**src/rtl/div_issue_ctrl_if.sv**
```systemverilog
// ---------------------------------------------------------------------------
// div_issue_ctrl_if
// Purpose : bundles every handshake and bus signal of div_issue_ctrl so the
//           issue stage, the SRT divider wrapper and writeback connect
//           through one port.
// Signals :
//   issue side     in_valid/in_ready, in_signed, in_mod, in_x, in_y, in_tag,
//                  flush
//   divider side   div_req, div_signed_o, div_mod_o, div_x, div_y, div_abort,
//                  div_result, div_ok
//   writeback side out_valid/out_ready, out_data, out_tag, out_err
// Modports:
//   slave  - the controller itself
//   master - everything around it (issue stage, divider, writeback, bench)
// ---------------------------------------------------------------------------
interface div_issue_ctrl_if #(
    parameter int TAG_W = 5
);
    logic             in_valid;
    logic             in_ready;
    logic             in_signed;
    logic             in_mod;
    logic [31:0]      in_x;
    logic [31:0]      in_y;
    logic [TAG_W-1:0] in_tag;
    logic             flush;

    logic             div_req;
    logic             div_signed_o;
    logic             div_mod_o;
    logic [31:0]      div_x;
    logic [31:0]      div_y;
    logic             div_abort;
    logic [31:0]      div_result;
    logic             div_ok;

    logic             out_valid;
    logic             out_ready;
    logic [31:0]      out_data;
    logic [TAG_W-1:0] out_tag;
    logic             out_err;

    modport slave (
        input  in_valid, in_signed, in_mod, in_x, in_y, in_tag, flush,
        input  div_result, div_ok, out_ready,
        output in_ready, div_req, div_signed_o, div_mod_o, div_x, div_y,
        output div_abort, out_valid, out_data, out_tag, out_err
    );

    modport master (
        output in_valid, in_signed, in_mod, in_x, in_y, in_tag, flush,
        output div_result, div_ok, out_ready,
        input  in_ready, div_req, div_signed_o, div_mod_o, div_x, div_y,
        input  div_abort, out_valid, out_data, out_tag, out_err
    );
endinterface

```
**src/rtl/div_issue_ctrl.sv**
```systemverilog
// ---------------------------------------------------------------------------
// div_issue_ctrl
// Purpose : issue controller in front of the radix-2 SRT divider. Accepts
//           one divide/modulo request at a time, resolves divide-by-zero and
//           signed INT_MIN / -1 locally, otherwise holds the divider request
//           until div_ok (or a watchdog timeout), then presents the result to
//           writeback. A flush kills whatever is accepted or in flight.
// Ports   :
//   clk     - clock
//   resetn  - asynchronous active-low reset
//   bus     - div_issue_ctrl_if.slave (issue, divider and writeback signals)
// Parameters:
//   TAG_W   - destination tag width
//   TIMEOUT - divider cycles allowed before abort with out_err
// ---------------------------------------------------------------------------
module div_issue_ctrl #(
    parameter int TAG_W   = 5,
    parameter int TIMEOUT = 48
) (
    input  logic           clk,
    input  logic           resetn,
    div_issue_ctrl_if.slave bus
);

    localparam int CNT_W = $clog2(TIMEOUT + 1);

    typedef enum logic [1:0] {
        IDLE = 2'd0,
        BUSY = 2'd1,
        DONE = 2'd2
    } state_t;

    state_t             state_q,  state_d;
    logic [31:0]        opX_q,    opX_d;
    logic [31:0]        opY_q,    opY_d;
    logic               opSigned_q, opSigned_d;
    logic               opMod_q,  opMod_d;
    logic [TAG_W-1:0]   tag_q,    tag_d;
    logic [31:0]        data_q,   data_d;
    logic               err_q,    err_d;
    logic [CNT_W-1:0]   cnt_q,    cnt_d;
    logic               abort_q,  abort_d;

    logic               inReady;
    logic               accept;
    logic [CNT_W-1:0]   cntNext;

    // Ready is combinational so a retiring result and a new request can share
    // a cycle; flush always blocks acceptance.
    always_comb begin
        inReady = 1'b0;
        case (state_q)
            IDLE:    inReady = ~bus.flush;
            DONE:    inReady = bus.out_ready & ~bus.flush;
            default: inReady = 1'b0;
        endcase
    end

    assign accept  = bus.in_valid & inReady;
    assign cntNext = cnt_q + 1'b1;

    // Next-state logic. A new request is loaded after the per-state case so
    // the IDLE and DONE acceptance paths share one load block.
    always_comb begin
        state_d    = state_q;
        opX_d      = opX_q;
        opY_d      = opY_q;
        opSigned_d = opSigned_q;
        opMod_d    = opMod_q;
        tag_d      = tag_q;
        data_d     = data_q;
        err_d      = err_q;
        cnt_d      = cnt_q;
        abort_d    = 1'b0;

        case (state_q)
            IDLE: begin
                state_d = IDLE;
            end
            BUSY: begin
                // div_ok only counts here: the divider reports ok while idle.
                if (bus.flush) begin
                    state_d = IDLE;
                    abort_d = 1'b1;
                end else if (bus.div_ok) begin
                    data_d  = bus.div_result;
                    err_d   = 1'b0;
                    state_d = DONE;
                end else if (cntNext == CNT_W'(TIMEOUT)) begin
                    abort_d = 1'b1;
                    err_d   = 1'b1;
                    data_d  = 32'h0;
                    state_d = DONE;
                end else begin
                    cnt_d = cntNext;
                end
            end
            DONE: begin
                if (bus.flush) begin
                    state_d = IDLE;
                    err_d   = 1'b0;
                end else if (bus.out_ready) begin
                    state_d = IDLE;
                    err_d   = 1'b0;
                end
            end
            default: begin
                state_d = IDLE;
            end
        endcase

        if (accept) begin
            opX_d      = bus.in_x;
            opY_d      = bus.in_y;
            opSigned_d = bus.in_signed;
            opMod_d    = bus.in_mod;
            tag_d      = bus.in_tag;
            cnt_d      = '0;
            err_d      = 1'b0;
            if (bus.in_y == 32'h0) begin
                data_d  = bus.in_mod ? bus.in_x : 32'hFFFF_FFFF;
                state_d = DONE;
            end else if (bus.in_signed && bus.in_x == 32'h8000_0000 &&
                         bus.in_y == 32'hFFFF_FFFF) begin
                data_d  = bus.in_mod ? 32'h0 : 32'h8000_0000;
                state_d = DONE;
            end else begin
                state_d = BUSY;
            end
        end
    end

    // State and datapath registers. div_req decodes from state_q, so reset
    // drops it asynchronously; going through DONE guarantees at least one
    // low cycle between consecutive divider operations.
    always_ff @(posedge clk or negedge resetn) begin
        if (!resetn) begin
            state_q    <= IDLE;
            opX_q      <= '0;
            opY_q      <= '0;
            opSigned_q <= 1'b0;
            opMod_q    <= 1'b0;
            tag_q      <= '0;
            data_q     <= '0;
            err_q      <= 1'b0;
            cnt_q      <= '0;
            abort_q    <= 1'b0;
        end else begin
            state_q    <= state_d;
            opX_q      <= opX_d;
            opY_q      <= opY_d;
            opSigned_q <= opSigned_d;
            opMod_q    <= opMod_d;
            tag_q      <= tag_d;
            data_q     <= data_d;
            err_q      <= err_d;
            cnt_q      <= cnt_d;
            abort_q    <= abort_d;
        end
    end

    assign bus.in_ready     = inReady;
    assign bus.div_req      = (state_q == BUSY);
    assign bus.div_signed_o = opSigned_q;
    assign bus.div_mod_o    = opMod_q;
    assign bus.div_x        = opX_q;
    assign bus.div_y        = opY_q;
    assign bus.div_abort    = abort_q;
    assign bus.out_valid    = (state_q == DONE);
    assign bus.out_data     = data_q;
    assign bus.out_tag      = tag_q;
    assign bus.out_err      = err_q;

endmodule

```
**src/flat_wrapper.sv**
```systemverilog
// flat-port wrapper written by rule: the top's interface ports become plain ports
module div_issue_ctrl_flat 
#(
    parameter int TAG_W   = 5,
    parameter int TIMEOUT = 48
)
  (clk, resetn, bus_in_valid, bus_in_signed, bus_in_mod, bus_in_x, bus_in_y, bus_in_tag, bus_flush, bus_div_result, bus_div_ok, bus_out_ready, bus_in_ready, bus_div_req, bus_div_signed_o, bus_div_mod_o, bus_div_x, bus_div_y, bus_div_abort, bus_out_valid, bus_out_data, bus_out_tag, bus_out_err);
  div_issue_ctrl_if #(.TAG_W(TAG_W)) bus_i ();
  input  logic clk;
  input  logic resetn;
  input wire logic [$bits(bus_i.in_valid)-1:0] bus_in_valid;
  input wire logic [$bits(bus_i.in_signed)-1:0] bus_in_signed;
  input wire logic [$bits(bus_i.in_mod)-1:0] bus_in_mod;
  input wire logic [$bits(bus_i.in_x)-1:0] bus_in_x;
  input wire logic [$bits(bus_i.in_y)-1:0] bus_in_y;
  input wire logic [$bits(bus_i.in_tag)-1:0] bus_in_tag;
  input wire logic [$bits(bus_i.flush)-1:0] bus_flush;
  input wire logic [$bits(bus_i.div_result)-1:0] bus_div_result;
  input wire logic [$bits(bus_i.div_ok)-1:0] bus_div_ok;
  input wire logic [$bits(bus_i.out_ready)-1:0] bus_out_ready;
  output wire logic [$bits(bus_i.in_ready)-1:0] bus_in_ready;
  output wire logic [$bits(bus_i.div_req)-1:0] bus_div_req;
  output wire logic [$bits(bus_i.div_signed_o)-1:0] bus_div_signed_o;
  output wire logic [$bits(bus_i.div_mod_o)-1:0] bus_div_mod_o;
  output wire logic [$bits(bus_i.div_x)-1:0] bus_div_x;
  output wire logic [$bits(bus_i.div_y)-1:0] bus_div_y;
  output wire logic [$bits(bus_i.div_abort)-1:0] bus_div_abort;
  output wire logic [$bits(bus_i.out_valid)-1:0] bus_out_valid;
  output wire logic [$bits(bus_i.out_data)-1:0] bus_out_data;
  output wire logic [$bits(bus_i.out_tag)-1:0] bus_out_tag;
  output wire logic [$bits(bus_i.out_err)-1:0] bus_out_err;
  assign bus_i.in_valid = bus_in_valid;
  assign bus_i.in_signed = bus_in_signed;
  assign bus_i.in_mod = bus_in_mod;
  assign bus_i.in_x = bus_in_x;
  assign bus_i.in_y = bus_in_y;
  assign bus_i.in_tag = bus_in_tag;
  assign bus_i.flush = bus_flush;
  assign bus_i.div_result = bus_div_result;
  assign bus_i.div_ok = bus_div_ok;
  assign bus_i.out_ready = bus_out_ready;
  assign bus_in_ready = bus_i.in_ready;
  assign bus_div_req = bus_i.div_req;
  assign bus_div_signed_o = bus_i.div_signed_o;
  assign bus_div_mod_o = bus_i.div_mod_o;
  assign bus_div_x = bus_i.div_x;
  assign bus_div_y = bus_i.div_y;
  assign bus_div_abort = bus_i.div_abort;
  assign bus_out_valid = bus_i.out_valid;
  assign bus_out_data = bus_i.out_data;
  assign bus_out_tag = bus_i.out_tag;
  assign bus_out_err = bus_i.out_err;
  div_issue_ctrl #(.TAG_W(TAG_W), .TIMEOUT(TIMEOUT)) u_core (.clk(clk), .resetn(resetn), .bus(bus_i));
endmodule
```
**config.mk**
```make
export PLATFORM = sky130hd
export DESIGN_NAME = div_issue_ctrl_flat
export DESIGN_NICKNAME = d
export VERILOG_FILES = /design/src/rtl/div_issue_ctrl_if.sv /design/src/rtl/div_issue_ctrl.sv /design/src/flat_wrapper.sv
export SDC_FILE = /design/constraint.sdc
export NUM_CORES = 1
export LEC_CHECK = 0
export ABC_AREA = 1
export CORE_UTILIZATION = 40
export CTS_BUF_LIST = sky130_fd_sc_hd__clkbuf_4 sky130_fd_sc_hd__clkbuf_8
export DETAILED_ROUTE_END_ITERATION = 6
export PLACE_DENSITY = 0.78
export SYNTH_ARGS = -nofsm -noshare
export SYNTH_HDL_FRONTEND = slang
export SYNTH_SLANG_ARGS = --single-unit
```
**constraint.sdc**
```tcl
create_clock -name clk -period 1.7 [get_ports clk]
set_input_delay 0.17 -clock clk [delete_from_list [all_inputs] [get_ports clk]]
set_output_delay 0.17 -clock clk [all_outputs]
set_load 0.01 [all_outputs]
```
==> flow_metrics.py, run 1 <==
metrics = {
    "status": {
        "status": "finished with violations",
        "violations": "negative setup slack",
    },
    "cells_and_area": {
        "drive_above_1_share": 0.140,
        "fill_cells": 1060,
        "finish.instance_area_um2": 8620,
        "post-route-util": 0.675,
        "nets": 1085,
        "multi_input_area_um2": 2140,
        "insertedDiodeCount": 0,
        "final_cells": 1159,
        "regArea_um2": 2830,
        "syn_to_final_growth_pct": 62.1,
    },
    "worst_setup_path": {
        "cp-start-kind": "flop",
        "endpoint_kind": "flop",
        "crit_path_max_fanout": 11,
        "worstPathRequired_ns": 2.02,
        "arrival_ns": 2.02,
        "crit_type": "flop to flop",
    },
    "global_route": {
        "grt_overflow": 0,
        "grt_max_degree": 62,
        "grt_pass1_wl_um": 25300,
        "grt_pass1_vias": 5158,
        "grt_usage": 0.246,
        "grt_antenna_before_repair": 0,
    },
    "floorplan": {
        "dieArea_um2": 13800,
        "num_rows": 41,
        "core_um2": 12800,
        "die_w_um": 117,
        "num_io_pins": 217,
        "die_h_um": 117,
        "initial_utilization": 0.416,
    },
    "routing": {
        "post-route-drc-count": 0,
        "wl_per_cell_um": 14.3,
        "vias_per_cell": 4.69,
        "via_count": 5435,
        "drt_iter0_drc": 265,
        "antenna_left": 0,
        "dr.pass1.iters": 5,
        "wl_um": 16500,
    },
    "power_and_ir_drop": {
        "p_leak_nw": 4.34,
        "pwr_density_cell_nw_per_um2": 1030,
        "ir_worst_vdd_mv": 0.622,
        "clkPwrFrac": 0.263,
        "power.switching_mw": 2.66,
        "netSwitchingFraction": 0.300,
        "sequentialPowerShare": 0.408,
        "power_frac_comb": 0.329,
        "p_int_mw": 6.21,
    },
    "cts": {
        "cts_made_buffers": 17,
        "cts.sinks": 113,
        "htreeDepth": 4,
        "clkTransAtPathRegs_ns": 0.07,
        "clock_path_buffers": 2,
        "cts-root-buf": "clkbuf_8",
        "worst_skew_pair.late_latency_ns": 0.44,
        "cts_tree": "done",
    },
    "sta": {
        "min_period_over_period": 1.00,
        "fin_ws_ns": -0.00458,
        "relSlewSlack": 0.748,
        "setup_viol": 3,
        "period_minus_slack_ns": 1.70,
        "clock.fmax_mhz": 587,
        "rsz0062_at_grt": "true",
        "worstMarginPinSlew_ns": 0.374,
        "skew_ns": 0.00854,
        "drv_slew": 0,
        "hold_viol": 0,
    },
    "placed_design": {
        "placed_area_um2": 8140,
        "dpl.hpwl_um": 12000,
        "dpl.cell_count": 1122,
        "place_ws_ns": -0.207,
        "gp_congestion": 0.824,
        "numPortBuffers": 216,
    },
    "synthesis": {
        "muxShareOfSynthArea": 0,
        "synth_top_family_by_area": "simple AND/OR/NAND/NOR gates",
        "synthCells": 699,
        "synth_xor_area_frac": 0.00165,
        "ys.warnings.count": 0,
        "synth_compound_area_frac": 0.0800,
        "synth_area_um2": 5320,
        "synth-seq-area-share": 0.532,
        "synthAdderAreaFrac": 0.00235,
        "ys_types": 24,
        "yosys.area_share.simple": 0.308,
        "synth_nets": 809,
        "synth_seq_cells": 113,
        "synth_area_per_cell_um2": 7.60,
    },
    "min_path": {
        "hold_path.class": "primary input to flop",
    },
    "run": {
        "cap_viol_max_count": 0,
    },
}
[cell type report]
type,count,area share
clock inverter,7,0.00697
sequential,113,0.328
tap,172,0.0250
inverter,60,0.0261
clock buffer,24,0.0347
multi-input combinational,495,0.248
timing repair buffer,288,0.331
[cell families after synthesis]
family / after synthesis
xor+xnor: 1
simple gates: 409
fa+ha+maj: 1
compound gates: 84
flops: 113
buf+inv: 91
[power by group through the flow]
stage / combinational, mW / sequential, mW / clock (mW)
final: 2.92 / 3.62 / 2.33
after detailed placement: 2.90 / 3.65 / 0
after global routing: 3.21 / 3.67 / 2.52
after floorplan: 0.772 / 3.90 / 0
after global placement: 2.85 / 3.65 / 0
after CTS: 2.92 / 3.62 / 2.38
[per-stage QoR]
| step | hold slack, ns | TNS [ns] | power (mW) |
|---|---|---|---|
| after floorplan | -0.126 | 0 | 4.67 |
| after global placement | 0.195 | -8.00 | 6.49 |
| after detailed placement | 0.203 | -9.42 | 6.56 |
| after CTS | 0.227 | -0.0565 | 8.92 |
| after global routing | 0.257 | -3.16 | 9.41 |
| final | 0.262 | -0.00577 | 8.87 |
[critical path, stage by stage (launching register included)]
cell     delay [ns]
dfrtp_1        0.36
ha_2           0.20
nand2_2        0.07
o21ai_2        0.15
nand2_2        0.07
nor2_2         0.09
nand2_2        0.09
nand2_4        0.11
nand2_8        0.08
buf_12         0.15
nand2_1        0.06
nand2_1        0.05
nand2_1        0.05
nand2_1        0.06
[cell usage after synthesis]
cell,count,area [um2]
nand3_1,15,75.1
buf_4,1,7.51
inv_1,59,221
nand4_1,12,75.1
a21oi_1,5,25.0
inv_2,1,3.75
nor2_2,2,12.5
nand2_4,2,22.5
buf_12,1,20.0
nand3b_1,1,7.51
o21ai_2,1,8.76
dfrtp_1,113,2830
ha_1,1,12.5
xor2_1,1,8.76
nand2_2,11,68.8
nor4_1,1,6.26
buf_2,14,70.1
nand2_1,328,1230
nor3_1,1,5.00
buf_8,2,30.0
o21ai_0,77,385
o22ai_1,1,6.26
clkbuf_1,13,48.8
nor2_1,36,135
[timing repair]
item,CTS,global route
pin swaps,3,6
resized for setup,8,17
gates cloned,0,1
hold buffers,1,0
endpoints found under the setup margin,41,76
hold endpoints to repair,113,0
buffers inserted,2,2
[placed cells by master, fill, tap and decap left out, types with 2 or more instances in the layout]
cell,instances
nor2_2,6
o21ai_1,3
inv_2,2
dlygate4sd2_1,2
dfrtp_1,112
a21oi_1,5
buf_4,60
clkinv_2,6
nand4_1,12
nand3_1,14
clkbuf_8,19
nand2_1,319
buf_12,10
o21ai_0,74
clkdlybuf4s50_1,212
nand2_4,2
inv_1,58
clkbuf_4,5
buf_6,2
nor2_1,32
nand2_2,19
[metal layers]
layer / global-route usage / wire [um] / share of wire
met3: 0.0680 / 1140 / 0.069
met4: 0.105 / 285 / 0.017
met2: 0.410 / 8020 / 0.48
met1: 0.301 / 7100 / 0.43
met5: 0 / 0 / 0
[worst paths after layout]
kind | startpoint | to | slack [ns] | cells after the start
max | u_core.cnt_q[1]$_DFFE_PN0P_ | u_core.bus.out_data[15]$_DFF_PN0_ | -0.005 | 13
min | bus_in_tag[3] | u_core.bus.out_tag[3]$_DFFE_PN0N_ | 0.26 | 3
max reg2reg | u_core.cnt_q[1]$_DFFE_PN0P_ | u_core.bus.out_data[15]$_DFF_PN0_ | -0.005 | 13
min reg2reg | u_core.bus.div_x[31]$_DFFE_PN0N_ | u_core.bus.div_x[31]$_DFFE_PN0N_ | 0.48 | 2
max in group asynchronous | resetn | u_core.bus.out_data[5]$_DFF_PN0_ | 1.10 | 3
min in group asynchronous | resetn | u_core.state_q[1]$_DFFE_PN0P_ | 0.29 | 3
[state kept, by name, indices dropped and copies added (netlist names)]
name / count
u_core.bus.div_mod_o: 1
u_core.bus.div_x: 32
u_core.state_q: 2
u_core.cnt_q: 6
u_core.bus.div_y: 32
u_core.bus.out_tag: 5
u_core.bus.div_signed_o: 1
u_core.bus.out_data: 32
u_core.bus.out_err: 1
u_core.bus.div_abort: 1
(Power assumes the default switching activity.)
==> run 2: changes to the inputs <==
Settings changed: RECOVER_POWER set to 100.
==> run 2 against run 1 <==
  * Critical path depth stayed put
  * Wire length is 0.15% higher
  * Die area stayed put
  * Clock-buffer cell count stayed put
  * Largest cell class is now flip-flops and latches
  * Cell count stayed put
  * Combinational power hardly changed
  * Via count is 0.29% lower
  * Global-route usage stayed put
  * The run now ends clean
  * Critical path type unchanged
==> flow_metrics.py, run 2 (synthesis results as in run 1) <==
metrics = {
    "routing": {
        "drt_iter0_drc": 232,
        "wl_per_cell_um": 14.3,
        "vias_per_cell": 4.68,
        "post-route-drc-count": 0,
        "wl_um": 16600,
        "antenna_left": 0,
        "dr.pass1.iters": 4,
        "via_count": 5419,
    },
    "power_and_ir_drop": {
        "netSwitchingFraction": 0.300,
        "sequentialPowerShare": 0.409,
        "clkPwrFrac": 0.263,
        "power.total_mw": 8.86,
        "ir_worst_vdd_mv": 0.622,
        "pwr_density_cell_nw_per_um2": 1030,
        "p_int_mw": 6.20,
        "p_leak_nw": 4.32,
        "power_frac_comb": 0.328,
        "power.switching_mw": 2.66,
    },
    "sta": {
        "rsz0062_at_grt": "true",
        "relSlewSlack": 0.217,
        "skew_ns": 0.00817,
        "setup_viol": 0,
        "period_minus_slack_ns": 1.70,
        "min_period_over_period": 0.998,
        "clock.fmax_mhz": 589,
        "hold_viol": 0,
        "drv_slew": 0,
        "worstMarginPinSlew_ns": 1.18,
        "fin_ws_ns": 0.00263,
    },
    "cells_and_area": {
        "drive_above_1_share": 0.139,
        "insertedDiodeCount": 0,
        "regArea_um2": 2830,
        "nets": 1085,
        "multi_input_area_um2": 2140,
        "final_cell_mix": "319 x nand2_1, 212 x clkdlybuf4s50_1, 112 x dfrtp_1",
        "final_common_cell": "nand2_1",
        "final_cells": 1159,
        "syn_to_final_growth_pct": 61.4,
        "post-route-util": 0.672,
        "fill_cells": 1062,
    },
    "cts": {
        "htreeDepth": 4,
        "clock_path_buffers": 2,
        "cts-root-buf": "clkbuf_8",
        "worst_skew_pair.late_latency_ns": 0.43,
        "cts.sinks": 113,
        "cts_tree": "done",
        "clkTransAtPathRegs_ns": 0.07,
        "cts_made_buffers": 17,
    },
    "floorplan": {
        "dieArea_um2": 13800,
        "die_w_um": 117,
        "die_h_um": 117,
        "initial_utilization": 0.416,
        "core_um2": 12800,
        "num_io_pins": 217,
        "num_rows": 41,
    },
    "worst_setup_path": {
        "crit_path_max_fanout": 11,
        "endpoint_kind": "flop",
        "regToRegSetupSlack_ns": 0.003,
        "arrival_ns": 2.01,
        "cp-start-kind": "flop",
        "crit_type": "flop to flop",
        "worstPathRequired_ns": 2.01,
    },
    "placed_design": {
        "place_ws_ns": -0.207,
        "dpl.hpwl_um": 12000,
        "gp_congestion": 0.824,
        "dpl.cell_count": 1122,
        "numPortBuffers": 216,
    },
    "global_route": {
        "grt_overflow": 0,
        "grt_antenna_before_repair": 0,
        "grt_max_degree": 62,
        "grt_usage": 0.246,
        "grt_pass1_vias": 5158,
        "grt_pass1_wl_um": 25300,
    },
    "run": {
        "cap_viol_max_count": 0,
    },
    "min_path": {
        "hold_path.class": "primary input to flop",
    },
    "status": {
        "status": "complete, no violations",
    },
}
[run 2: changes by cell type in the layout (fill, tap and decap cells not counted), sizes merged]
cell	before	now
buf	72	68
clkbuf	25	29
[run 2: metal layers]
metal  vias to the layer above  routed length, um  global-route usage
met3                        28               1090              0.0680
met1                      2481               7180               0.301
met2                       195               8010               0.410
met5                         -                  0                   0
met4                         0                293               0.105
li1                       2715                  -                   -
[run 2: final timing paths]
check	start	end	cells after the start
max in group asynchronous	resetn	u_core.bus.div_x[4]$_DFFE_PN0N_	3
min in group asynchronous	resetn	u_core.bus.out_data[30]$_DFF_PN0_	3
worst max-delay path	u_core.cnt_q[1]$_DFFE_PN0P_	u_core.bus.out_data[15]$_DFF_PN0_	13
worst max register to register	u_core.cnt_q[1]$_DFFE_PN0P_	u_core.bus.out_data[15]$_DFF_PN0_	13
worst min register to register	u_core.bus.div_x[31]$_DFFE_PN0N_	u_core.bus.div_x[31]$_DFFE_PN0N_	2
worst min-delay path	bus_in_tag[3]	u_core.bus.out_tag[3]$_DFFE_PN0N_	3
[run 2: critical path, cell delays in order (launching register included)]
cell	delay [ns]
dfrtp_1	0.35
ha_2	0.20
nand2_2	0.07
o21ai_2	0.15
nand2_2	0.07
nor2_2	0.09
nand2_2	0.09
nand2_4	0.11
nand2_8	0.08
buf_12	0.15
nand2_1	0.06
nand2_1	0.05
nand2_1	0.05
nand2_1	0.06
[run 2: layout make-up]
type,instances,area share
inverter,60,0.0263
clock buffer,24,0.0349
clock inverter,7,0.00700
tap,172,0.0251
multi-input combinational,495,0.249
sequential,113,0.330
timing repair buffer,288,0.328
[run 2: power groups by stage]
| stage | Combinational [mW] | Clock (mW) | Sequential (mW) |
|---|---|---|---|
| CTS | 2.92 | 2.38 | 3.62 |
| global route | 3.20 | 2.52 | 3.67 |
| floorplan | 0.772 | 0 | 3.90 |
| detailed placement | 2.90 | 0 | 3.65 |
| global placement | 2.85 | 0 | 3.65 |
| finish | 2.91 | 2.33 | 3.62 |
[run 2: per-stage QoR]
| stage | hold slack, ns | TNS [ns] | cell area [um2] |
|---|---|---|---|
| finish | 0.262 | 0 | 8580 |
| global route | 0.257 | -4.47 | 8580 |
| CTS | 0.227 | -0.0565 | 8530 |
| detailed placement | 0.203 | -9.42 | 8140 |
| global placement | 0.195 | -8.00 | 8140 |
| floorplan | -0.126 | 0 | 5320 |
[run 2: repair_timing]
action,CTS,global route
endpoints found under the setup margin,41,76
pin swaps,3,6
resized for setup,8,17
gates cloned,0,1
hold buffers,1,0
setup buffers,2,2
hold endpoints to repair,113,0
